`src/rtl/vga_fetch_scheduler.sv`:
```
// vga_fetch_scheduler: paces RP2040 framebuffer fetches into a small prefetch FIFO for the VGA pixel path.
module vga_fetch_scheduler #(
  parameter int DEPTH = 4,
  parameter int STROBE_CYCLES = 1,
  parameter int FETCH_LATENCY = 2
) (
  input  logic       clk,
  input  logic       rst,
  input  logic       enable,
  input  logic       frame_start,
  input  logic       pix_req,
  output logic [3:0] pix_data,
  output logic       pix_valid,
  output logic       underflow,
  output logic       frame_next_pixel_out,
  output logic       frame_reset_out,
  input  logic [3:0] frame_pixel_in
);
  localparam int AW = $clog2(DEPTH);
  localparam int CW = $clog2(DEPTH + 1);
  localparam int TW = $clog2((STROBE_CYCLES > FETCH_LATENCY ? STROBE_CYCLES : FETCH_LATENCY) + 1);
  localparam logic [TW-1:0] S_LAST = TW'(STROBE_CYCLES - 1);
  localparam logic [TW-1:0] F_LAST = TW'(FETCH_LATENCY - 1);
  typedef enum logic [1:0] {IDLE, FRESET, STROBE, WAIT} state_t;
  state_t state, state_n;
  logic [TW-1:0] tmr, tmr_n;
  logic [3:0] mem [DEPTH];
  logic [AW-1:0] rptr, wptr;
  logic [CW-1:0] count;
  logic push, pop;
  assign pix_valid = count != '0;
  assign pix_data = mem[rptr];
  assign pop = pix_req && pix_valid && !frame_start;
  always_comb begin
    state_n = state;
    tmr_n = '0;
    push = 1'b0;
    case (state)
      IDLE: state_n = (enable && count < CW'(DEPTH)) ? STROBE : IDLE;
      FRESET: begin
        state_n = tmr == S_LAST ? IDLE : FRESET;
        tmr_n = tmr == S_LAST ? '0 : tmr + 1'b1;
      end
      STROBE: begin
        state_n = tmr == S_LAST ? WAIT : STROBE;
        tmr_n = tmr == S_LAST ? '0 : tmr + 1'b1;
      end
      WAIT: begin
        push = tmr == F_LAST;
        state_n = push ? IDLE : WAIT;
        tmr_n = push ? '0 : tmr + 1'b1;
      end
    endcase
    // a frame restart drops whatever fetch is in flight
    if (frame_start) begin
      state_n = FRESET;
      tmr_n = '0;
      push = 1'b0;
    end
  end
  always_ff @(posedge clk or posedge rst) begin
    if (rst) begin
      state <= IDLE;
      tmr <= '0;
      rptr <= '0;
      wptr <= '0;
      count <= '0;
      underflow <= 1'b0;
      frame_reset_out <= 1'b0;
      frame_next_pixel_out <= 1'b0;
      for (int i = 0; i < DEPTH; i++) mem[i] <= '0;
    end else begin
      state <= state_n;
      tmr <= tmr_n;
      frame_reset_out <= state_n == FRESET;
      frame_next_pixel_out <= state_n == STROBE;
      if (push) mem[wptr] <= frame_pixel_in;
      if (frame_start) begin
        rptr <= '0;
        wptr <= '0;
        count <= '0;
        underflow <= 1'b0;
      end else begin
        if (push) wptr <= wptr + 1'b1;
        if (pop) rptr <= rptr + 1'b1;
        count <= count + CW'(push) - CW'(pop);
        if (pix_req && !pix_valid) underflow <= 1'b1;
      end
    end
  end
endmodule
```
`config.mk`:
```
export PLATFORM = sky130hd
export DESIGN_NAME = vga_fetch_scheduler
export DESIGN_NICKNAME = d
export VERILOG_FILES = /design/src/rtl/vga_fetch_scheduler.sv
export SDC_FILE = /design/constraint.sdc
export NUM_CORES = 1
export LEC_CHECK = 0
export BUFFER_PORTS_ARGS = -buffer_cell sky130_fd_sc_hd__buf_2
export CAP_MARGIN = 20
export CORE_ASPECT_RATIO = 0.75
export CORE_MARGIN = 4
export CORE_UTILIZATION = 57
export DETAILED_ROUTE_END_ITERATION = 8
export PLACE_DENSITY = 0.78
export SYNTH_ARGS = -nofsm -noshare
export SYNTH_HDL_FRONTEND = slang
export SYNTH_SLANG_ARGS = --single-unit
```
`constraint.sdc`:
```
create_clock -name clk -period 2.9 [get_ports clk]
set_input_delay 0.58 -clock clk [delete_from_list [all_inputs] [get_ports clk]]
set_output_delay 0.58 -clock clk [all_outputs]
set_load 0.02 [all_outputs]
```
==> results by stage <==
Run status:
- The run finished with clean final reports.

Global routing:
- Across every metal layer, demand over resource in global routing totals 0.197.
- The met2 routing resource usage after global routing is 0.275.
- The global routing's busiest layer is met1.
- The number of global-route vias before repair is 1,041.
- Global routing finished with a remaining overflow of 0.
- The first global-routing pass estimated 5000 µm of wire.
- The largest net degree at the start of global routing is 31.
- The met3 track demand over resource is 0.0601.
- The global routing usage on met1 is 0.280.
- The number of antenna violations at the first check in global routing is 0.

Worst setup path:
- The critical path's slowest cell is dfrtp_1.
- The sort of element at the start of the critical path is a register.
- The setup path with the least slack is of type reg -> reg.
- The delay of the slowest critical-path stage is 410 ps.
- The launching point of the worst reg2reg path is tmr[1].
- The peak fanout along the critical path is 5.
- STA classifies the critical path endpoint as a register.
- The required time reported for the critical path endpoint is 3150 ps.
- The critical path launch point is tmr[1].
- STA puts the critical path data arrival time at 2680 ps.
- The cell seen most often among critical-path stages is inv_1.
- Traced cell by cell, the critical path runs through inv_1 > ha_1 > and3b_2 > inv_1 > ha_1 > inv_1 > ha_1 > inv_1 > fa_1 > xor2_1 > and2_1 > nor3_1.

Floorplanning:
- For this configuration, the core starts out at a cell density of 0.629.
- The vertical die dimension is 52.8 µm.
- The die width is 67.7 µm.
- The floorplan has 15 rows.
- The die area is 0.00357 mm².
- 17 I/O pins were placed.
- The floorplan step defined a core boundary enclosing 0.00242 mm².

Logic synthesis:
- The largest total area in the synthesized netlist belongs to dfrtp_1.
- A synthesized cell averages 12.5 µm².
- The count of flip-flops with a built-in enable after synthesis is 0.
- The flop and latch count out of synthesis is 30.
- After synthesis, the cell types taking the most area are dfrtp_1 (49%), mux2_2 (12%), ha_1 (11%).
- The fraction of registers with async set or reset after synthesis is 1.00.
- The net count of the mapped netlist is 146.
- Yosys instantiated no cell more often than dfrtp_1.
- The post-synthesis sequential area ratio is 0.493.
- The synthesized netlist occupies a cell area of 0.00152 mm².
- The most common flop cell mapped by yosys is dfrtp_1.
- Synthesis instantiated 28 different standard cells from the library.
- The number of standard cells after synthesis is 122.
- The Yosys step of the flow raised 0 warnings.
- The area share of the largest cell type after synthesis is 0.493.
- Counting instances in the post-synthesis netlist gives the leading cell types as dfrtp_1 (30), mux2_2 (16), ha_1 (14).

Route:
- The per-cell via count in the routed design is 5.51.
- The routed wire length per instance is 15.5 µm.
- After detailed routing, the number of remaining DRC violations is 0.
- The routed via count is 987.
- After detailed routing, the total wire length is 2770 µm.
- The first detailed-routing pass ran for 4 iterations.
- In this run, the number of DRC markers left after iteration 0 of detailed routing was 67.
- The count of nets left with antenna violations after detail routing is 0.

Timing:
- The total negative setup slack is 0 ps.
- Setup repair after global routing left no endpoint under its margin.
- The headroom to the max-slew limit is 0.745.
- Clock skew on the completed layout was measured at 9.56 ps.
- Based on the critical path, the design can be clocked at up to 411 MHz.
- The number of max-slew violations in the final report is 0.
- Of the available clock period, the critical path in the final layout requires 0.838.
- The number of setup violations in the final report is 0.
- The smallest hold slack is 303 ps.
- The final hold violation count is 0.
- For the pin with the worst max-slew slack, the measured transition is 378 ps.
- The minimum period implied by the final worst setup slack is 2430 ps.

Finish:
- The diode insertion count for antenna repair is 0.
- The proportion of layout cells with a drive suffix above 1 is 0.324.
- The finished layout holds 179 standard cells, fillers aside.
- Relative to the synthesized area, the layout overhead comes to 11.9%.
- The final layout contains 168 nets.
- Counting the fill cells in the layout gives 175.
- The utilization after layout is 0.704.

Clock network:
- The total clock sinks is 30.
- The number of buffers on the longest clock path is 2.
- The source-to-sink clock delay at the later pin of the worst-skew pair is 330 ps.
- The root cell of the clock tree is clkbuf_4.
- After clock tree synthesis, the clock-pin slew on the worst setup and hold paths is 100 ps.
- Buffers inserted during clock tree synthesis total 5.
- Post-CTS repair changed the size of 0 cells.
- TritonCTS built the clock tree.
- For this design, the CTS-stage hold fixing added 0 buffers.
- The H-tree was split into 2 levels.
- The post-CTS setup-driven buffer insertion count is 0.

Power and ir drop:
- Across the VDD grid, the largest voltage drop is 0.426 mV.
- The standby leakage power is 0.000883 µW.
- The total power divided by cell area is 546 mW/mm².

Placement:
- The number of buffer cells added on primary ports is 16.
- Including well taps, the total number of placed cells is 171.
- At the end of routability-driven placement, the weighted congestion stood at 0.780.
- The detailed-placement wirelength estimate is 1970 µm.

Job:
- The number of max-cap violations is 0.

Worst hold path:
- The worst hold path class is in -> async.
sequential cells by signal, indices dropped and copies added, names as in the netlist:
register / flops
count: 3
frame_next_pixel_out: 1
frame_reset_out: 1
mem: 16
rptr: 2
state: 2
tmr: 2
underflow: 1
wptr: 2
routing by layer:
| layer | wire length [µm] | part of all wire | vias up |
|---|---|---|---|
| met5 | 0 | 0 | - |
| met4 | 50 | 0.018 | 0 |
| met1 | 1370 | 0.50 | 493 |
| met3 | 122 | 0.044 | 7 |
| li1 | - | - | 464 |
| met2 | 1230 | 0.44 | 23 |
through the flow:
stage               power [µW]  worst slack (ps)  area, µm²
finish                     932               468       1710
global route               989               231       1710
CTS                        939               475       1710
detailed placement         679               365       1650
global placement           671               433       1650
floorplan                  624               633       1520
logic make-up (layout without fill, tap and decap cells):
logic type	Yosys count	after routing	synth area share
simple gates	28	28	0.0920
fa+ha+maj	15	15	0.128
mux	21	21	0.184
buf+inv	13	36	0.0328
xor+xnor	4	4	0.0230
compound gates	11	11	0.0476
flops	30	30	0.493
cell usage in the layout, fill, tap and decap left out, drive strengths merged, types with 2 or more instances in the layout:
cell type / instances
inv: 11
a22oi: 2
nand2: 6
nor3: 4
mux2: 16
clkbuf: 7
ha: 14
nor2: 9
xor2: 3
buf: 17
mux4: 4
a21oi: 5
dfrtp: 30
nor2b: 2
critical path, delay by kind of cell, from the launching register on:
family        cells  cell delay [ps]
simple gates      3              540
flops             1              410
buf+inv           4              240
xor+xnor          1              170
fa+ha+maj         4             1000
where the power goes:
part / switching [µW] / internal (µW) / total [µW]
combinational: 102 / 83.0 / 185
clock: 144 / 117 / 262
sequential: 39.6 / 446 / 486
total: 286 / 646 / 932
path summary, 6_finish.rpt:
path / endpoint / cells past startpoint / slack (ps)
worst min-delay path: mem[9] / 3 / 300
worst min register to register: mem[0] / 1 / 510
max in group asynchronous: frame_next_pixel_out / 3 / 2320
worst max-delay path: count[2] / 12 / 470
min in group clk: mem[0] / 1 / 510
worst max register to register: count[2] / 12 / 470
layout make-up:
| class | instances | area (µm²) | share of cell area |
|---|---|---|---|
| timing repair buffer | 17 | 87.6 | 0.0514 |
| sequential | 30 | 751 | 0.440 |
| tap | 34 | 42.5 | 0.0249 |
| inverter | 11 | 41.3 | 0.0242 |
| clock inverter | 1 | 5.00 | 0.00293 |
| multi-input combinational | 79 | 723 | 0.424 |
| clock buffer | 7 | 55.1 | 0.0323 |
Note: power is estimated with default switching activity, not from simulation.
